==> src/rtl/uart_pkg.sv <==
// Shared constants for the UART receive path: byte width and default RX FIFO depth.
package uart_pkg;

   localparam int N_DATA             = 8;
   localparam int RX_FIFO_DEPTH_LOG2 = 4;

   typedef logic [7:0] ovr_cnt_t;

endpackage

==> src/rtl/uart_rx_fifo_if.sv <==
// Handshake bundle between the UART receiver, the RX FIFO and its downstream reader.
interface uart_rx_fifo_if
   import uart_pkg::*;
#(
   parameter int N_DATA     = uart_pkg::N_DATA,
   parameter int DEPTH_LOG2 = uart_pkg::RX_FIFO_DEPTH_LOG2
);

   logic [N_DATA-1:0]   i_rx_data;
   logic                i_rx_done;
   logic                i_rd;
   logic                i_clr_ovr;
   logic [N_DATA-1:0]   o_data;
   logic                o_valid;
   logic                o_full;
   logic [DEPTH_LOG2:0] o_count;
   logic                o_overrun;
   ovr_cnt_t            o_ovr_count;

   modport master (
      output i_rx_data, i_rx_done, i_rd, i_clr_ovr,
      input  o_data, o_valid, o_full, o_count, o_overrun, o_ovr_count
   );

   modport slave (
      input  i_rx_data, i_rx_done, i_rd, i_clr_ovr,
      output o_data, o_valid, o_full, o_count, o_overrun, o_ovr_count
   );

endinterface

==> src/rtl/uart_rx_fifo_mem.sv <==
// RX FIFO storage: register array, one synchronous write port, one asynchronous read port.
module rx_fifo_mem #(
   parameter int N_DATA     = 8,
   parameter int DEPTH_LOG2 = 4
) (
   input  logic                  i_clk,
   input  logic                  i_we,
   input  logic [DEPTH_LOG2-1:0] i_waddr,
   input  logic [N_DATA-1:0]     i_wdata,
   input  logic [DEPTH_LOG2-1:0] i_raddr,
   output logic [N_DATA-1:0]     o_rdata
);

   logic [N_DATA-1:0] mem [2**DEPTH_LOG2];

   always_ff @(posedge i_clk) begin
      if (i_we) mem[i_waddr] <= i_wdata;
   end

   assign o_rdata = mem[i_raddr];

endmodule

==> src/rtl/uart_rx_fifo.sv <==
// First-word-fall-through receive FIFO with sticky overrun flag.
// Define UART_RX_FIFO_OVR_CNT_EN to build the saturating dropped-byte counter.
module uart_rx_fifo
   import uart_pkg::*;
#(
   parameter int N_DATA     = uart_pkg::N_DATA,
   parameter int DEPTH_LOG2 = uart_pkg::RX_FIFO_DEPTH_LOG2
) (
   input  logic           i_clk,
   input  logic           i_rst,
   uart_rx_fifo_if.slave  bus
);

   localparam int                  DEPTH    = 2**DEPTH_LOG2;
   localparam logic [DEPTH_LOG2:0] FULL_CNT = (DEPTH_LOG2+1)'(DEPTH);
   localparam logic [DEPTH_LOG2:0] CNT_ONE  = (DEPTH_LOG2+1)'(1);
   localparam logic [DEPTH_LOG2-1:0] PTR_ONE = DEPTH_LOG2'(1);

   logic [DEPTH_LOG2-1:0] wr_ptr, rd_ptr;
   logic [DEPTH_LOG2:0]   count_r, count_nxt;
   logic                  vld_p0, full_r, overrun_r;
   logic                  push, pop, drop;

   // A full FIFO still accepts a byte when the head leaves in the same cycle.
   always_comb begin
      pop  = bus.i_rd & vld_p0;
      push = bus.i_rx_done & (~full_r | pop);
      drop = bus.i_rx_done & full_r & ~pop;
      count_nxt = count_r;
      if (push && !pop)      count_nxt = count_r + CNT_ONE;
      else if (pop && !push) count_nxt = count_r - CNT_ONE;
   end

   rx_fifo_mem #(
      .N_DATA     (N_DATA),
      .DEPTH_LOG2 (DEPTH_LOG2)
   ) u_mem (
      .i_clk   (i_clk),
      .i_we    (push & ~i_rst),
      .i_waddr (wr_ptr),
      .i_wdata (bus.i_rx_data),
      .i_raddr (rd_ptr),
      .o_rdata (bus.o_data)
   );

   always_ff @(posedge i_clk) begin
      if (i_rst) begin
         wr_ptr    <= '0;
         rd_ptr    <= '0;
         count_r   <= '0;
         vld_p0    <= 1'b0;
         full_r    <= 1'b0;
         overrun_r <= 1'b0;
      end else begin
         if (push) wr_ptr <= wr_ptr + PTR_ONE;
         if (pop)  rd_ptr <= rd_ptr + PTR_ONE;
         count_r <= count_nxt;
         vld_p0  <= (count_nxt != '0);
         full_r  <= (count_nxt == FULL_CNT);
         // A drop in the same cycle as a clear keeps the flag set.
         if (drop)               overrun_r <= 1'b1;
         else if (bus.i_clr_ovr) overrun_r <= 1'b0;
      end
   end

`ifdef UART_RX_FIFO_OVR_CNT_EN
   ovr_cnt_t ovr_cnt_r;

   function automatic ovr_cnt_t sat_inc(input ovr_cnt_t v);
      return (v == '1) ? v : v + 8'd1;
   endfunction

   // Clear applies first so a coincident drop leaves the counter at 1.
   always_ff @(posedge i_clk) begin
      if (i_rst)              ovr_cnt_r <= '0;
      else if (drop)          ovr_cnt_r <= sat_inc(bus.i_clr_ovr ? '0 : ovr_cnt_r);
      else if (bus.i_clr_ovr) ovr_cnt_r <= '0;
   end

   assign bus.o_ovr_count = ovr_cnt_r;
`else
   assign bus.o_ovr_count = '0;
`endif

   assign bus.o_valid   = vld_p0;
   assign bus.o_full    = full_r;
   assign bus.o_count   = count_r;
   assign bus.o_overrun = overrun_r;

endmodule

==> src/flat_wrapper.sv <==
// flat-port wrapper written by rule: the top's interface ports become plain ports
module uart_rx_fifo_flat import uart_pkg::*;
#(
   parameter int N_DATA     = uart_pkg::N_DATA,
   parameter int DEPTH_LOG2 = uart_pkg::RX_FIFO_DEPTH_LOG2
)
  (i_clk, i_rst, bus_i_rx_data, bus_i_rx_done, bus_i_rd, bus_i_clr_ovr, bus_o_data, bus_o_valid, bus_o_full, bus_o_count, bus_o_overrun, bus_o_ovr_count);
  uart_rx_fifo_if #(.N_DATA(N_DATA), .DEPTH_LOG2(DEPTH_LOG2)) bus_i ();
  input  logic i_clk;
  input  logic i_rst;
  input wire logic [$bits(bus_i.i_rx_data)-1:0] bus_i_rx_data;
  input wire logic [$bits(bus_i.i_rx_done)-1:0] bus_i_rx_done;
  input wire logic [$bits(bus_i.i_rd)-1:0] bus_i_rd;
  input wire logic [$bits(bus_i.i_clr_ovr)-1:0] bus_i_clr_ovr;
  output wire logic [$bits(bus_i.o_data)-1:0] bus_o_data;
  output wire logic [$bits(bus_i.o_valid)-1:0] bus_o_valid;
  output wire logic [$bits(bus_i.o_full)-1:0] bus_o_full;
  output wire logic [$bits(bus_i.o_count)-1:0] bus_o_count;
  output wire logic [$bits(bus_i.o_overrun)-1:0] bus_o_overrun;
  output wire logic [$bits(bus_i.o_ovr_count)-1:0] bus_o_ovr_count;
  assign bus_i.i_rx_data = bus_i_rx_data;
  assign bus_i.i_rx_done = bus_i_rx_done;
  assign bus_i.i_rd = bus_i_rd;
  assign bus_i.i_clr_ovr = bus_i_clr_ovr;
  assign bus_o_data = bus_i.o_data;
  assign bus_o_valid = bus_i.o_valid;
  assign bus_o_full = bus_i.o_full;
  assign bus_o_count = bus_i.o_count;
  assign bus_o_overrun = bus_i.o_overrun;
  assign bus_o_ovr_count = bus_i.o_ovr_count;
  uart_rx_fifo #(.N_DATA(N_DATA), .DEPTH_LOG2(DEPTH_LOG2)) u_core (.i_clk(i_clk), .i_rst(i_rst), .bus(bus_i));
endmodule
==> config.mk <==
export PLATFORM = sky130hd
export DESIGN_NAME = uart_rx_fifo_flat
export DESIGN_NICKNAME = d
export VERILOG_FILES = /design/src/rtl/uart_pkg.sv /design/src/rtl/uart_rx_fifo_if.sv /design/src/rtl/uart_rx_fifo_mem.sv /design/src/rtl/uart_rx_fifo.sv /design/src/flat_wrapper.sv
export SDC_FILE = /design/constraint.sdc
export NUM_CORES = 1
export LEC_CHECK = 0
export ABC_AREA = 1
export CELL_PAD_IN_SITES_DETAIL_PLACEMENT = 1
export CELL_PAD_IN_SITES_GLOBAL_PLACEMENT = 2
export CORE_UTILIZATION = 34
export CTS_CLUSTER_DIAMETER = 80
export DETAILED_ROUTE_END_ITERATION = 10
export PLACE_DENSITY_LB_ADDON = 0.1
export REMOVE_ABC_BUFFERS = 1
export SLEW_MARGIN = 20
export SYNTH_ARGS = -nofsm -noshare
export SYNTH_HDL_FRONTEND = slang
export SYNTH_SLANG_ARGS = --single-unit
==> constraint.sdc <==
create_clock -name i_clk -period 4 [get_ports i_clk]
set_input_delay 0.6 -clock i_clk [delete_from_list [all_inputs] [get_ports i_clk]]
set_output_delay 0.6 -clock i_clk [all_outputs]
set_load 0.05 [all_outputs]
Yosys cells after proc, flatten, opt, wreduce, memory -nomap -nowiden
Memories as Yosys holds them, arrays and structs flattened. A register that Yosys moved wholly into a read port is not among the register bits.
Index checks and enable logic that the tools add are counted.
{"block": "totals", "mem_bits_rw": 128, "input_bits": 13, "memories": 1, "regBits": 16}
{"name": "u_core.u_mem.mem", "depth": 16, "width": 8, "read_ports": 1, "rd_ports_with_merged_regs": 1, "write_ports": 1, "line_no": "uart_rx_fifo_mem.sv:14", "rtl": "logic [N_DATA-1:0] mem [2**DEPTH_LOG2];"}
{"block": "op_classes", "reduce_logical": 6, "n_bitwise": 9, "addsub": 4, "mux": 8, "eq_ne": 1}
{"cell": "5-bit 2-to-1 mux", "count": 2}
{"cell": "4-bit by 1-bit adder with 4-bit output (second input constant)", "count": 2}
{"cell": "4-bit 2-to-1 mux", "count": 2}
{"cell": "5-bit by 1-bit adder with 5-bit output (second input constant)", "count": 1}
{"cell": "1-bit AND", "count": 5}
{"cell": "5-bit == test (second input constant)", "count": 1}
{"cell": "5-bit nonzero test", "count": 1}
{"cell": "5-bit by 1-bit subtractor with 5-bit output (second input constant)", "count": 1}
{"cell": "1-bit 2-to-1 mux", "count": 4}
{"cell": "1-bit NOT", "count": 3}
{"cell": "1-bit logical AND", "count": 2}
{"cell": "1-bit zero test", "count": 2}
{"cell": "2-bit nonzero test", "count": 1}
{"cell": "1-bit bitwise OR", "count": 1}

Logic depth before layout (Yosys ltp)
Gate-level depths: netlist (run 1).
{"block": "depth", "ltp_word": 8, "mapped_depth": 11}

Cells and area by module
From an unflattened synthesis (run 1), not the netlist that was laid out.
{"block": "hier_totals", "cells_unflattened": 666, "area_unflattened_um2": 6518.8}
{"mod": "rx_fifo_mem", "n_inst": 1, "area_each_um2": 5606.6, "cells_per_inst": 543}
{"mod": "uart_rx_fifo", "n_inst": 1, "area_each_um2": 912.1, "cells_per_inst": 123}

Least setup slack after synthesis (run 1)
OpenSTA, ideal clock, no wires.
{"block": "synth_path", "path_kind": "register to output", "start": "register (tool-made name)", "end": "output bus_o_data[4]", "t_required_ns": 3.400, "setup_slack_ns": 2.012, "stages_incl_launch_ff": 10, "n_path_buf": 2, "t_arrival_ns": 1.388, "path_cell_list": "dfxtp_1 buf_4 inv_4 buf_4 nor2_1 nor2_1 o21ai_0 o211ai_1 o211ai_1 nand2_1"}
{"element": "end: declaration", "line_no": "flat_wrapper.sv:15", "rtl": "output wire logic [$bits(bus_i.o_data)-1:0] bus_o_data;"}

==> run_results.csv, run 1 <==
group,metric,value,unit
status,run_status,"complete, no violations",
grt,gr-total-overflow,0,
placed_design,numPortBuffers,28,
yosys,yosysWarnings,0,
yosys,async_reset_ff_share,0,%
yosys,synth.top_cell.area_share,62.7,%
cells_and_area,mostFrequentLayoutCell,"edfxtp_1",
clock_tree,clk_latency,0.43,ns
route,dr.pass1.iters,4,
worst_setup_path,path_cells,"buf_4 -> o21ai_0 -> o211ai_1 -> nand3_1 -> nand2_1 -> clkdlybuf4s50_1",
yosys,yosysSeqAreaShare,69.3,%
route,vias_per_cell,5.01,
worst_setup_path,cp-start-kind,"flop",
grt,grt_pass1_vias,4222,
cells_and_area,final_cell_mix,"edfxtp_1, nor2_1, o21ai_0",
route,drc,0,
worst_setup_path,worst_ep_required_time,3.40,ns
timing,rsz0062_at_grt,"false",
cells_and_area,postLayoutCellArea,7180,um2
grt,antenna_found_initial,0,
floorplan,start_util,35.1,%
floorplan,ios,37,
timing,min_period_over_period,86.6,%
clock_tree,post_cts_buffers,0,
timing,relSlewSlack,34.7,%
job,maxCapViolCount,0,
worst_setup_path,slowest_delay,0.82,ns
route,wl_per_cell,19.0,um
cells_and_area,fill_cells,1865,
clock_tree,cts.clk_slew.worst_paths,0.06,ns
yosys,yosysUniqueCellTypes,26,
pwr,power.density,537,nW/um2
floorplan,dieArea,18600,um2
grt,grt_start_max_net_pins,65,
clock_tree,root_buffer,"clkbuf_16",
timing,hold_violations,0,
route,drtAntennaViolNets,0,
clock_tree,cts.repair.resized,0,
worst_setup_path,r2r-start,"u_core.bus.o_valid$_SDFF_PP0_",
cells_and_area,multiInputGateArea,1630,um2
worst_hold_path,min_from,"u_core.rd_ptr[3]$_SDFFE_PP0P_",
timing,tns,0,ns
yosys,netlist_area,6130,um2
cells_and_area,syn2layout_area_growth,17.1,%
timing,slew_violations,0,
floorplan,num_rows,48,
worst_setup_path,ff2ff_setup_slack,1.93,ns
worst_setup_path,end_kind,"primary output",
route,num_vias,4022,
floorplan,core,17500,um2
worst_setup_path,worstSetupPathType,"reg2out",
timing,worst_pin_slew,0.976,ns
placed_design,placedInstanceArea,6620,um2
yosys,yosys-top-cells-area,"edfxtp_1, nor2_1, dfxtp_1, o21ai_0, o211ai_1",
worst_setup_path,r2r_end,"u_core.u_mem.mem[2][6]$_DFFE_PP_",
clock_tree,cts_buffers,17,
timing,finalClockSkew,0.00578,ns
worst_setup_path,cp_max_fo,64,
worst_hold_path,hold_class,"reg2reg",
timing,finalSetupViolations,0,
floorplan,die_w,136,um
clock_tree,ctsHtreeMaxLevel,4,
cells_and_area,finalNetCount,587,
placed_design,place.gp.congestion,0.748,
grt,track_usage,17.9,%
cells_and_area,seqCellArea,4250,um2
yosys,yosys.area.top_type,"edfxtp_1",
floorplan,die_h,136,um
cells_and_area,drive_gt1_share,6.92,%
yosys,avgSynthCellArea,11.5,um2
worst_setup_path,arrival,2.86,ns
clock_tree,clock-sinks,148,
clock_tree,hold_buffers,0,
cells_and_area,diodes,0,
worst_hold_path,hold_depth,1,
pwr,p_leak,2.41,nW
clock_tree,clk_path_buf_depth,2,
clock_tree,cts_tree,"yes",
placed_design,place_hpwl,9970,um
yosys,ys.flop_type,"edfxtp_1",
pwr,peakVddDrop,313,uV
route,wl,15200,um
timing,fin_crit,3.46,ns
yosys,netlist_instances,535,
timing,fmax,0.289,GHz
yosys,synth-edff-count,128,
worst_setup_path,critPathSlowestCell,"clkdlybuf4s50_1",
yosys,ys_seq_elements,148,
grt,grt_pass1_wl,23700,um
route,drtIter0Drc,191,
worst_setup_path,reg2reg_depth,4,
-- report_power, final --
group          switching (mW)  total [mW]  internal [mW]
Sequential             0.0281        1.74           1.71
Combinational           0.407       0.579          0.172
Clock                   0.578        1.54          0.959
Total                    1.01        3.85           2.84
-- worst max-delay path: cells and delay by family (launching register included) --
kind	cells	cell delay [ns]
AOI/OAI and AO/OA	2	0.45
buffers and inverters	2	1.34
DFF	1	0.35
and+or+nand+nor	2	0.26
-- flip-flops by register name (all words and copies together), names as in the netlist, named ones only --
| name | count |
|---|---|
| u_core.rd_ptr | 4 |
| u_core.bus.o_full | 1 |
| u_core.bus.o_count | 5 |
| u_core.u_mem.mem | 128 |
| u_core.bus.o_valid | 1 |
| u_core.bus.o_overrun | 1 |
| u_core.wr_ptr | 4 |
-- cell type report --
cell class | count | share of cell area (%)
Sequential cell | 148 | 59.2
Multi-Input combinational cell | 336 | 22.7
Clock buffer | 21 | 6.14
Timing Repair Buffer | 41 | 5.26
Tap cell | 225 | 3.92
Clock inverter | 9 | 1.57
Inverter | 23 | 1.24
-- cells by family after synthesis --
group                      synth area share [%]
buffers and inverters                      4.59
adders and majority gates                  1.43
and+or+nand+nor                            13.0
other                                    0.0612
DFF                                        69.3
xor gates and xnor gates                  0.572
AOI/OAI and AO/OA                          11.1
-- worst max-delay path by stage --
stage,endpoint,cells past startpoint,slack (ns),from
after detailed placement,bus_o_data[3],6,0.95,flop
final,bus_o_data[3],6,0.54,flop
after CTS,bus_o_data[3],6,0.49,flop
after global placement,bus_o_data[2],6,0.98,flop
after global routing,bus_o_data[2],9,0.34,flop
after floorplan,bus_o_data[2],7,1.02,flop
-- routing by layer --
metal  up-vias  share of wire (%)  GRT usage [%]
li1       1932                  -              -
met1      2015                 45           22.1
met2        53                 50           30.1
met3        22                2.7           3.91
met4         0                1.9           7.65
met5         -                  0              0
-- Yosys cell counts, drive strengths merged (7+ instances only) --
cell type / count
o21ai: 77
clkbuf: 13
inv: 23
buf: 22
a21oi: 9
nor2: 127
nand3: 26
edfxtp: 128
ha: 7
o211ai: 32
nand2: 42
dfxtp: 20
-- per-stage QoR --
step	std cells	setup WS, ns	hold WS [ns]	power [mW]	util [%]
finish	803	0.537	0.450	3.85	41.1
CTS	803	0.486	0.452	3.91	41.1
global placement	773	0.980	0.427	2.35	37.9
global route	803	0.344	0.487	4.01	41.1
detailed placement	773	0.954	0.442	2.36	37.9
floorplan	507	1.02	0.412	2.14	-
(Power assumes the default switching activity.)
==> inputs of run 2 (changes only) <==
--- a/config.mk
+++ b/config.mk
@@ -9,7 +9,7 @@
 export CELL_PAD_IN_SITES_DETAIL_PLACEMENT = 1
 export CELL_PAD_IN_SITES_GLOBAL_PLACEMENT = 2
 export CORE_UTILIZATION = 34
-export CTS_CLUSTER_DIAMETER = 80
+export CTS_CLUSTER_DIAMETER = 200
 export DETAILED_ROUTE_END_ITERATION = 10
 export PLACE_DENSITY_LB_ADDON = 0.1
 export REMOVE_ABC_BUFFERS = 1
==> results of run 2 <==
Same layout as run 1: the final DEF is identical, and so are final timing and power.
